File: src/rtl/fifo_sync_ext_if.sv
// Handshake and status bundle for fifo_sync_ext.
// The FIFO takes the slave modport; its user takes the master modport.
interface fifo_sync_ext_if #(
   parameter int DATA_WIDTH = 16,
   parameter int ADDR_WIDTH = 4
);
   logic                  flush;
   logic [DATA_WIDTH-1:0] wr_data;
   logic                  wr_en;
   logic                  full;
   logic                  almost_full;
   logic                  rd_en;
   logic [DATA_WIDTH-1:0] rd_data;
   logic                  rd_valid;
   logic                  empty;
   logic                  almost_empty;
   logic [ADDR_WIDTH:0]   af_thresh;
   logic [ADDR_WIDTH:0]   ae_thresh;
   logic [ADDR_WIDTH:0]   count;
   logic                  overflow;
   logic                  underflow;

   modport master (
      output flush, wr_data, wr_en, rd_en,
      output af_thresh, ae_thresh,
      input  full, almost_full, rd_data, rd_valid,
      input  empty, almost_empty, count,
      input  overflow, underflow
   );

   modport slave (
      input  flush, wr_data, wr_en, rd_en,
      input  af_thresh, ae_thresh,
      output full, almost_full, rd_data, rd_valid,
      output empty, almost_empty, count,
      output overflow, underflow
   );
endinterface

File: src/rtl/fifo_sync_ext.sv
// Single-clock FIFO with standard or first-word-fall-through read,
// fill count, programmable thresholds, sticky error flags and flush.
module fifo_sync_ext #(
   parameter int DATA_WIDTH = 16,
   parameter int ADDR_WIDTH = 4,
   parameter int FWFT       = 0
) (
   input  logic           clk,
   input  logic           rst_n,
   fifo_sync_ext_if.slave f
);
   localparam int DEPTH = 1 << ADDR_WIDTH;
   localparam int PW    = ADDR_WIDTH + 1;
   localparam logic [PW-1:0] ONE   = PW'(1);
   localparam logic [PW-1:0] FULLC = PW'(DEPTH);

   logic [DATA_WIDTH-1:0] mem [DEPTH];
   logic [PW-1:0]         wr_ptr, rd_ptr, cnt;
   logic [PW-1:0]         rd_ptr_nxt, cnt_nxt;
   logic [DATA_WIDTH-1:0] rd_q, rd_src;
   logic                  vld_q, vld_nxt, rd_load;
   logic                  ovf_q, udf_q;
   logic                  full, empty;
   logic                  wr_acc, rd_acc;

   assign full  = (cnt == FULLC);
   assign empty = (cnt == '0);

   always_comb begin
      wr_acc     = f.wr_en && !full && !f.flush;
      rd_acc     = f.rd_en && !empty && !f.flush;
      cnt_nxt    = cnt;
      rd_ptr_nxt = rd_ptr;
      vld_nxt    = 1'b0;
      rd_load    = 1'b0;
      rd_src     = mem[rd_ptr[ADDR_WIDTH-1:0]];
      if (wr_acc && !rd_acc) cnt_nxt = cnt + ONE;
      if (rd_acc && !wr_acc) cnt_nxt = cnt - ONE;
      if (rd_acc) rd_ptr_nxt = rd_ptr + ONE;
      if (FWFT != 0) begin
         // output register always tracks the next head; bypass when
         // the head is the word being written on this same edge
         vld_nxt = (cnt_nxt != '0);
         rd_load = vld_nxt;
         if (wr_acc && rd_ptr_nxt == wr_ptr)
            rd_src = f.wr_data;
         else
            rd_src = mem[rd_ptr_nxt[ADDR_WIDTH-1:0]];
      end else begin
         vld_nxt = rd_acc;
         rd_load = rd_acc;
      end
   end

   always_ff @(posedge clk) begin
      if (wr_acc) mem[wr_ptr[ADDR_WIDTH-1:0]] <= f.wr_data;
   end

   always_ff @(posedge clk or negedge rst_n) begin
      if (!rst_n) begin
         wr_ptr <= '0;
         rd_ptr <= '0;
         cnt    <= '0;
         rd_q   <= '0;
         vld_q  <= 1'b0;
         ovf_q  <= 1'b0;
         udf_q  <= 1'b0;
      end else if (f.flush) begin
         wr_ptr <= '0;
         rd_ptr <= '0;
         cnt    <= '0;
         vld_q  <= 1'b0;
         ovf_q  <= 1'b0;
         udf_q  <= 1'b0;
      end else begin
         if (wr_acc) wr_ptr <= wr_ptr + ONE;
         rd_ptr <= rd_ptr_nxt;
         cnt    <= cnt_nxt;
         vld_q  <= vld_nxt;
         if (rd_load) rd_q <= rd_src;
         if (f.wr_en && full) ovf_q <= 1'b1;
         if (f.rd_en && empty) udf_q <= 1'b1;
      end
   end

   assign f.full         = full;
   assign f.empty        = empty;
   assign f.almost_full  = (cnt >= f.af_thresh);
   assign f.almost_empty = (cnt <= f.ae_thresh);
   assign f.count        = cnt;
   assign f.rd_data      = rd_q;
   assign f.rd_valid     = vld_q;
   assign f.overflow     = ovf_q;
   assign f.underflow    = udf_q;
endmodule

File: src/flat_wrapper.sv
// flat-port wrapper written by rule: the top's interface ports become plain ports
module fifo_sync_ext_flat 
#(
   parameter int DATA_WIDTH = 16,
   parameter int ADDR_WIDTH = 4,
   parameter int FWFT       = 0
)
  (clk, rst_n, f_flush, f_wr_data, f_wr_en, f_rd_en, f_af_thresh, f_ae_thresh, f_full, f_almost_full, f_rd_data, f_rd_valid, f_empty, f_almost_empty, f_count, f_overflow, f_underflow);
  fifo_sync_ext_if #(.DATA_WIDTH(DATA_WIDTH), .ADDR_WIDTH(ADDR_WIDTH)) f_i ();
  input  logic clk;
  input  logic rst_n;
  input wire logic [$bits(f_i.flush)-1:0] f_flush;
  input wire logic [$bits(f_i.wr_data)-1:0] f_wr_data;
  input wire logic [$bits(f_i.wr_en)-1:0] f_wr_en;
  input wire logic [$bits(f_i.rd_en)-1:0] f_rd_en;
  input wire logic [$bits(f_i.af_thresh)-1:0] f_af_thresh;
  input wire logic [$bits(f_i.ae_thresh)-1:0] f_ae_thresh;
  output wire logic [$bits(f_i.full)-1:0] f_full;
  output wire logic [$bits(f_i.almost_full)-1:0] f_almost_full;
  output wire logic [$bits(f_i.rd_data)-1:0] f_rd_data;
  output wire logic [$bits(f_i.rd_valid)-1:0] f_rd_valid;
  output wire logic [$bits(f_i.empty)-1:0] f_empty;
  output wire logic [$bits(f_i.almost_empty)-1:0] f_almost_empty;
  output wire logic [$bits(f_i.count)-1:0] f_count;
  output wire logic [$bits(f_i.overflow)-1:0] f_overflow;
  output wire logic [$bits(f_i.underflow)-1:0] f_underflow;
  assign f_i.flush = f_flush;
  assign f_i.wr_data = f_wr_data;
  assign f_i.wr_en = f_wr_en;
  assign f_i.rd_en = f_rd_en;
  assign f_i.af_thresh = f_af_thresh;
  assign f_i.ae_thresh = f_ae_thresh;
  assign f_full = f_i.full;
  assign f_almost_full = f_i.almost_full;
  assign f_rd_data = f_i.rd_data;
  assign f_rd_valid = f_i.rd_valid;
  assign f_empty = f_i.empty;
  assign f_almost_empty = f_i.almost_empty;
  assign f_count = f_i.count;
  assign f_overflow = f_i.overflow;
  assign f_underflow = f_i.underflow;
  fifo_sync_ext #(.DATA_WIDTH(DATA_WIDTH), .ADDR_WIDTH(ADDR_WIDTH), .FWFT(FWFT)) u_core (.clk(clk), .rst_n(rst_n), .f(f_i));
endmodule
File: config.mk
export PLATFORM = sky130hd
export DESIGN_NAME = fifo_sync_ext_flat
export DESIGN_NICKNAME = d
export VERILOG_FILES = /design/src/rtl/fifo_sync_ext_if.sv /design/src/rtl/fifo_sync_ext.sv /design/src/flat_wrapper.sv
export SDC_FILE = /design/constraint.sdc
export NUM_CORES = 1
export LEC_CHECK = 0
export ABC_AREA = 1
export BUFFER_PORTS_ARGS = -buffer_cell sky130_fd_sc_hd__buf_2
export CAP_MARGIN = 20
export CELL_PAD_IN_SITES_DETAIL_PLACEMENT = 1
export CELL_PAD_IN_SITES_GLOBAL_PLACEMENT = 1
export CORE_MARGIN = 3
export CORE_UTILIZATION = 35
export DETAILED_ROUTE_END_ITERATION = 10
export PLACE_DENSITY_LB_ADDON = 0.15
export SYNTH_ARGS = -nofsm -noshare
export SYNTH_HDL_FRONTEND = slang
export SYNTH_SLANG_ARGS = --single-unit
File: constraint.sdc
create_clock -name clk -period 2.9 [get_ports clk]
set_clock_uncertainty 0.05 [all_clocks]
set_input_delay 0.29 -clock clk [delete_from_list [all_inputs] [get_ports clk]]
set_output_delay 0.29 -clock clk [all_outputs]
set_load 0.02 [all_outputs]
## Word level (Yosys, flattened, before mapping)

Memories as Yosys holds them, arrays and structs flattened. A register that Yosys moved wholly into a read port is not among the register bits.
Cells that the tools add are included.

| storage, ports and cells | value |
|---|---|
| register bits after elaboration | 18 |
| bits in writable memories | 256 |
| bits of input ports | 31 |
| output and inout bits | 28 |
| logic and storage cells | 50 |
| memories kept | 1 |

Memories:

| name | depth | bits a word | rd ports | clocked after Yosys merged registers in | wr ports | line | RTL |
|---|---|---|---|---|---|---|---|
| u_core.mem | 16 | 16 | 1 | 1 | 1 | fifo_sync_ext.sv:17 | `logic [DATA_WIDTH-1:0] mem [DEPTH];` |

| operators by class | value |
|---|---|
| add/subtract/negate cells | 4 |
| magnitude comparators | 2 |
| equal/unequal tests | 1 |
| muxes and demuxes | 14 |
| bitwise operators | 1 |
| reduce and logical (&&, ||, !) cells | 21 |

Operators with widths:

| kind | number |
|---|---|
| $mux 5 | 7 |
| $add 5x1->5 const B | 3 |
| $logic_and 1x1->1 | 8 |
| $reduce_bool 2->1 | 4 |
| $mux 1 | 7 |
| $logic_not 1->1 | 6 |
| $eq 5x5->1 const B | 1 |
| $ge 5x5->1 | 1 |
| $le 5x5->1 | 1 |
| $logic_not 5->1 | 1 |
| $sub 5x1->5 const B | 1 |
| $reduce_bool 3->1 | 1 |
| $reduce_and 2->1 | 1 |
| $not 1->1 | 1 |

## Depth between registers and ports, before layout

Gate-level depths: netlist (run 1).

| depth | value |
|---|---|
| word-level depth | 9 |
| mapped depth | 15 |
| mapped depth without buffers | 15 |

## Least setup slack after synthesis (run 1)

Ideal clock, no wire load.

| path | value |
|---|---|
| path type | reg-to-reg |
| start | reg u_core.cnt[2], in the netlist u_core.f.count[2] |
| end | mem u_core.mem[2][0], enable pin |
| setup time | 409 ps |
| data arrival time | 2249 ps |
| required time | 2441 ps |
| path slack | 191 ps |
| stages on the path, launching flop included | 7 |
| buffers on the path | 0 |
| period minus slack after synthesis | 2709 ps |
| path through | dfrtp_1 nor2_1 nand3_2 nand2_4 nor2_1 nand2_1 nor3_1 |

| between the ends | value |
|---|---|
| word-level cells in the longest chain between the ends | 6 |

RTL lines:

| item | line | RTL |
|---|---|---|
| start, declared | fifo_sync_ext.sv:18 | `logic [PW-1:0] wr_ptr, rd_ptr, cnt;` |
| start signal, assigned | fifo_sync_ext.sv:78 | `cnt <= cnt_nxt;` |
| $eq 5x5->1 | fifo_sync_ext.sv:26 | `assign full = (cnt == FULLC);` |
| $logic_not 1->1 | fifo_sync_ext.sv:30 | `wr_acc = f.wr_en && !full && !f.flush;` |
| $logic_and 1x1->1 (2 in series) | fifo_sync_ext.sv:30 |  |
| $mux 1 | fifo_sync_ext.sv:56 | `if (wr_acc) mem[wr_ptr[ADDR_WIDTH-1:0]] <= f.wr_data;` |
| $mux 1 (not written as such) | fifo_sync_ext.sv:56 |  |
| end, declared | fifo_sync_ext.sv:17 |  |

Every way passes these cells.

## Worst setup path in the final report (run 1)

| path | value |
|---|---|
| start | reg u_core.cnt[0], in the netlist u_core.f.count[0] |
| end | out f_almost_full |

| between the ends | value |
|---|---|
| word-level cells in the longest chain between the ends | 1 |

RTL lines:

| item | line | RTL |
|---|---|---|
| $ge 5x5->1 | fifo_sync_ext.sv:88 | `assign f.almost_full = (cnt >= f.af_thresh);` |
| end, declared | flat_wrapper.sv:19 | `output wire logic [$bits(f_i.almost_full)-1:0] f_almost_full;` |

Every way passes these cells.

==> reports/qor.txt, run 1 <==
Status -> finished, final reports clean
Rel. slew slack -> 0.451
Post-Syn Area -> 11,700 µm²
Clk slew on worst S/H paths -> 60 ps
Slowest cell on crit path -> dfrtp_1
Rows -> 66
Sequential area share after synthesis -> 0.726
Syn nets -> 942
FMAX -> 0.413 GHz
Clock tree buffer depth -> 3
Int Pwr -> 8.12 mW
Leak -> 4.76 nW
# port buffers -> 58
Area growth syn-to-layout -> 17.9%
Crit end category -> primary output
Crit Path Max Fanout -> 8
Pre-CTS setup slack -> 564 ps
Final nets -> 1,021
CTS buffer count -> 34
Area contributors post-synth -> edfxtp_1, dfrtp_1, nor2_1, o21ai_0, o221ai_1
Cts hold-fix bufs -> 1
Seq pwr share -> 0.413
Slew @ Worst Pin -> 823 ps
I/O pins -> 59
Worst skew pair latency -> 500 ps
Distinct cell type count after synthesis -> 34
Endpoints failing setup -> 0
Die W -> 189 µm
Final WL -> 32.8 mm
1st-iter DRT viols -> 447
Critical path cell sequence -> inv_1, ha_1, inv_1, nand2_1, a21oi_1, o21bai_1, a21oi_1, o21bai_1, buf_2
Wire length per cell -> 22.8 µm
Total congestion overflow -> 0
Placer Congestion -> 0.751
Crit path kind -> reg2out
Vias per cell -> 5.26
Final Instance Area -> 13,800 µm²
Max Slew Vio Count -> 0
Core Footprint -> 32,700 µm²
PwrDens -> 862 nW/µm²
Die height -> 189 µm
Ant diodes -> 0
Peak supply drop -> 0.000523 V
Die ar. -> 35,700 µm²
Yosys top cell area share -> 0.657
Root buf cell -> clkbuf_16
P_sw -> 3.78 mW
Synthesized area per cell -> 13.1 µm²
RSZ-0062 raised after global routing -> false
Post-CTS sizing -> 0
Gate power share -> 0.246
Layout cells sized above 1 -> 0.177
Max incr delay on CP -> 480 ps
Final setup TNS -> 0 ps
Vias in the first global route -> 7,945
DP HPWL -> 18.8 mm
Clk sink count -> 288
Worst setup SP type -> register
First-pass GRT wire length -> 50.0 mm
Via Count -> 7,576
WP data arrival -> 2080 ps
Hold Crit Class -> in2reg
Setup bufs post-CTS -> 0
Post-DP Area -> 12,700 µm²
Clock power frac -> 0.341
Placed insts -> 1,378
Critical Path RT -> 2560 ps
Initial core utilization -> 0.358
Initial antenna violation count -> 1
DRC viols -> 0
Final Hold Vio Count -> 0
Period minus WS final -> 2420 ps
Final Non-Filler Cells -> 1,440
Net Sw Frac -> 0.318
Number of H-tree levels -> 2
Cells after Synth -> 894
YS warnings -> 0
Drt pass-1 iters -> 4
Total Routing Usage GR -> 0.185
Yosys top cell by area -> edfxtp_1
Pin count of the biggest net entering global routing -> 131
Most frequent cells in the layout -> edfxtp_1, nor2_1, o21ai_0
Tcrit/Tclk final -> 0.835
Tot Pwr -> 11.9 mW
Worst Slack Setup Final -> 479 ps
Final ANT Viol Nets -> 0
Max-cap violations -> 0
TritonCTS clock tree -> built
#FFs+latches synth -> 288
Most common cell after layout, fill and taps aside -> edfxtp_1
-- Yosys cell counts --
library cell,n
a21oi_1,8
buf_1,3
buf_2,16
buf_4,2
clkbuf_1,35
clkinv_1,1
dfrtp_1,32
edfxtp_1,256
ha_1,17
inv_1,31
inv_2,2
inv_4,2
nand2_1,35
nand2_2,2
nand2_4,1
nand3_1,36
nand3_2,2
nand3_4,1
nand3b_1,1
nand4_1,1
nor2_1,144
nor2_2,2
nor2_8,1
nor3_1,12
o211ai_1,22
o21a_1,16
o21ai_0,99
o21ai_1,42
o21ai_2,1
o21bai_1,3
o221ai_1,43
o22ai_1,23
xnor2_1,1
xor2_1,1
-- per-layer routing --
layer,global-route usage,vias up,wire (µm),part of all wire
li1,-,3515,-,-
met1,0.259,3899,15500,0.47
met2,0.310,125,15600,0.48
met3,0.0283,35,1270,0.039
met4,0.0332,2,398,0.012
met5,0,-,7,0.00021
-- worst max-delay path: cells and delay by family, from the launching register on --
| family | cells | cell delay (ps) |
|---|---|---|
| compound gates | 4 | 430 |
| fa+ha+maj | 1 | 290 |
| buf+inv | 3 | 340 |
| flops | 1 | 480 |
| simple gates | 1 | 40 |
-- metrics by stage --
stage,utilization,hold WS (ps)
2_1_floorplan,-,-55.6
3_3_place_gp,0.389,384
3_5_place_dp,0.389,385
4_1_cts,0.422,43.2
5_1_grt,0.422,65.5
6_report,0.422,48.5
-- flip-flops by register name, indices dropped and copies added (netlist names) --
signal              count
u_core.mem            256
u_core.rd_ptr           4
u_core.f.overflow       1
u_core.f.rd_data       16
u_core.f.underflow      1
u_core.f.rd_valid       1
u_core.wr_ptr           4
u_core.f.count          5
-- worst paths after layout --
| path | from | to | slack (ps) | depth (start not counted) |
|---|---|---|---|---|
| setup / recovery | u_core.f.count[0]$_DFFE_PN0P_ | f_almost_full | 480 | 9 |
| min in group asynchronous | rst_n | u_core.f.rd_valid$_DFF_PN0_ | 360 | 2 |
| max in group asynchronous | rst_n | u_core.f.rd_data[1]$_DFFE_PN0P_ | 1790 | 3 |
| setup reg to reg | u_core.f.count[1]$_DFFE_PN0P_ | u_core.mem[6][14]$_DFFE_PP_ | 620 | 7 |
| hold / removal | f_wr_en | u_core.f.overflow$_DFFE_PN0P_ | 50 | 3 |
| hold reg to reg | u_core.f.rd_data[5]$_DFFE_PN0P_ | u_core.f.rd_data[5]$_DFFE_PN0P_ | 430 | 1 |
-- cell families after synthesis --
| group | count (synthesis) | share of synthesized area |
|---|---|---|
| XOR/XNOR | 2 | 0.00150 |
| AO/OA/AOI/OAI | 257 | 0.135 |
| adder cells (fa/ha/maj) | 17 | 0.0182 |
| AND/OR/NAND/NOR | 238 | 0.0872 |
| flip-flops | 288 | 0.726 |
| buffers and inverters | 92 | 0.0323 |
-- area by class of cell --
cell class / instances / area [µm²]
clock inverter: 14 / 118
timing repair buffer: 99 / 651
tap: 442 / 553
multi-input combinational: 514 / 2900
fill: 3437 / 18900
clock buffer: 47 / 941
sequential: 288 / 8490
inverter: 36 / 143
-- power by group through the flow --
stage	Combinational, mW	Clock (mW)	Sequential [mW]
after floorplan	1.80	0	5.13
after global placement	2.94	0	4.99
after detailed placement	2.97	0	5.00
after CTS	2.98	4.17	4.92
after global routing	3.28	4.34	4.94
final	2.93	4.06	4.91
(Power assumes the default switching activity.)
==> inputs of run 2 (changes only) <==
==> constraint.sdc (replaced) <==
create_clock -name clk -period 2.2 [get_ports clk]
set_clock_uncertainty 0.05 [all_clocks]
set_input_delay 0.22 -clock clk [delete_from_list [all_inputs] [get_ports clk]]
set_output_delay 0.22 -clock clk [all_outputs]
set_load 0.02 [all_outputs]
==> run 2 against run 1 <==
The flow now finishes with violations (setup timing). Final cell count rose by 2.3%. Global-route usage rose by 0.15 points. Power rose by 34%. Sequential power rose by 31%.
==> reports/qor.txt, run 2 (synthesis results as in run 1) <==
Final ANT Viol Nets -> 0 (unchanged)
Initial antenna violation count -> 2 (+1)
Endpoints failing setup -> 1 (+1)
PwrDens -> 1120 nW/µm² (+30%)
DP HPWL -> 19.7 mm (+4.4%)
Total congestion overflow -> 0 (unchanged)
Tcrit/Tclk final -> 1.01
I/O pins -> 59 (unchanged)
Pre-CTS setup slack -> 163 ps (-401 ps)
Critical Path RT -> 1930 ps (-630 ps)
RSZ-0062 raised after global routing -> true
Failing checks -> setup timing
First-pass GRT wire length -> 50.9 mm (+1.8%)
Most frequent cells in the layout -> edfxtp_1, nor2_1, o21ai_0
Vias in the first global route -> 8,237 (+3.7%)
Clk slew on worst S/H paths -> 60 ps (about the same)
CP startpoint -> u_core.f.count[1]$_DFFE_PN0P_
Max incr delay on CP -> 390 ps (-90 ps)
Gate power share -> 0.276 (+0.030)
Core Footprint -> 32,700 µm² (unchanged)
Min-delay src -> f_wr_data[10]
Int Pwr -> 10.8 mW (+34%)
Area growth syn-to-layout -> 22.0%
Clk sink count -> 288 (unchanged)
Worst hold slack -> 22.7 ps (-25.8 ps)
Total Routing Usage GR -> 0.186 (+0.00150)
Die ar. -> 35,700 µm² (unchanged)
Critical Path End -> f_almost_full
Crit Path Max Fanout -> 6 (-2)
Die W -> 189 µm (unchanged)
# port buffers -> 58 (unchanged)
Peak supply drop -> 0.000684 V (+31%)
Most common cell after layout, fill and taps aside -> edfxtp_1
Clock power frac -> 0.319 (-0.022)
Die height -> 189 µm (unchanged)
Vias per cell -> 5.23 (-0.55%)
Slowest cell on crit path -> dfrtp_1
Number of H-tree levels -> 1 (-1)
Placer Congestion -> 0.728 (-3.1%)
Layout cells sized above 1 -> 0.213 (+0.0355)
Final WL -> 33.3 mm (+1.7%)
1st-iter DRT viols -> 657 (+47%)
Wire length per cell -> 22.6 µm (-0.61%)
Crit path kind -> reg2out
Period minus WS final -> 2220 ps
Rel. slew slack -> 0.599 (+0.148)
Crit path buf inv count -> 2 (-1)
Final nets -> 1,054 (+3.2%)
Final Hold Vio Count -> 0 (unchanged)
Max-cap violations -> 0 (unchanged)
Most common cell on crit path -> o21bai_1
Max FFs per register -> 256 (unchanged)
FMAX -> 0.450 GHz
CP delay by family, top -> compound AO/OA/AOI/OAI gates
Worst Slack Setup Final -> -22.4 ps (-501 ps)
CTS buffer count -> 31 (-8.8%)
Worst skew pair latency -> 540 ps (+40 ps)
Hold Crit Class -> in2reg
WP data arrival -> 1950 ps (-130 ps)
Max Slew Vio Count -> 0 (unchanged)
Status -> complete, but fails checks
TritonCTS clock tree -> built
Net Sw Frac -> 0.320 (+0.00190)
Tot Pwr -> 15.9 mW (+34%)
Seq pwr share -> 0.405 (-0.008)
Final setup TNS -> -22.4 ps (-22.4 ps)
Placed insts -> 1,393 (+1.1%)
Clock tree buffer depth -> 3 (unchanged)
Slew @ Worst Pin -> 602 ps (-221 ps)
P_sw -> 5.09 mW (+35%)
R2r setup slk -> 120 ps (-500 ps)
Critical path cell sequence -> buf_6, ha_1, a21oi_2, o21bai_1, a21oi_1, o21bai_1, buf_4
Stages on the worst setup path -> 7 (-2)
Drt pass-1 iters -> 5 (+1)
Reg2reg end -> u_core.f.count[4]$_DFFE_PN0P_
Fillers -> 3,438 (+0.029%)
Root buf cell -> clkbuf_16
Pin count of the biggest net entering global routing -> 57 (-56%)
Final Non-Filler Cells -> 1,473 (+2.3%)
Via Count -> 7,707 (+1.7%)
DRC viols -> 0 (unchanged)
Rows -> 66 (unchanged)
Crit end category -> primary output
Leak -> 4.93 nW (+3.6%)
R2R cell count -> 16 (+9)
Initial core utilization -> 0.358 (unchanged)
Worst setup SP type -> register
Critical R2R Launch -> u_core.f.count[0]$_DFFE_PN0P_
==> run 2: cell types whose count changed in the layout (fill, tap and decap cells not counted), moves of 4 or more <==
cell,change
buf_6,+5
ha_4,+5
clkinv_1,-4
ha_1,-5
clkbuf_8,+4
buf_12,+7
dlygate4sd3_1,+9
buf_4,+17
clkbuf_16,-4
==> run 2: cell type report <==
class                   instances  area [µm²]  share of cell area
diodes                          2        5.00            0.000351
clock buffers                  48         900              0.0630
clock inverters                 8        92.6             0.00649
inverters                      36         148              0.0103
multi-input cells             514        3020               0.212
flip-flops and latches        288        8500               0.595
well taps                     442         553              0.0388
repair buffers                135        1050              0.0739
==> run 2: metrics by stage <==
stage / utilization / area, µm²
floorplan: - / 11700
global placement: 0.396 / 12900
detailed placement: 0.396 / 12900
CTS: 0.433 / 14100
global route: 0.436 / 14300
finish: 0.436 / 14300
==> run 2: how the worst min path moves through the flow <==
stage                               endpoint  cells past startpoint  slack, ps
6_report         u_core.mem[1][10]$_DFFE_PP_                      1         20
5_1_grt           u_core.mem[9][5]$_DFFE_PP_                      1         10
4_1_cts          u_core.mem[1][10]$_DFFE_PP_                      1          2
3_5_place_dp   u_core.f.count[4]$_DFFE_PN0P_                      1        180
3_3_place_gp   u_core.f.count[4]$_DFFE_PN0P_                      1        170
2_1_floorplan  u_core.f.count[0]$_DFFE_PN0P_                      0       -130
==> run 2: per-layer routing <==
| layer | GRT usage | vias up | part of all wire |
|---|---|---|---|
| met4 | 0.0375 | 2 | 0.015 |
| met2 | 0.322 | 139 | 0.49 |
| met3 | 0.0234 | 34 | 0.039 |
| li1 | - | 3582 | - |
| met5 | 0 | - | 0.00021 |
| met1 | 0.254 | 3950 | 0.46 |
==> run 2: power groups by stage <==
| stage | registers (mW) | logic (mW) | clock network (mW) |
|---|---|---|---|
| floorplan | 6.77 | 2.37 | 0 |
| global placement | 6.54 | 4.09 | 0 |
| detailed placement | 6.55 | 4.16 | 0 |
| CTS | 6.45 | 4.32 | 5.21 |
| global route | 6.49 | 4.90 | 5.43 |
| finish | 6.45 | 4.40 | 5.09 |
==> run 2: what timing repair did <==
item	CTS	global route
hold endpoints to repair	103	0
gates resized for setup	16	12
setup endpoints to repair	2	73
hold buffers	10	0
buffers inserted	5	8
pin swaps	7	8
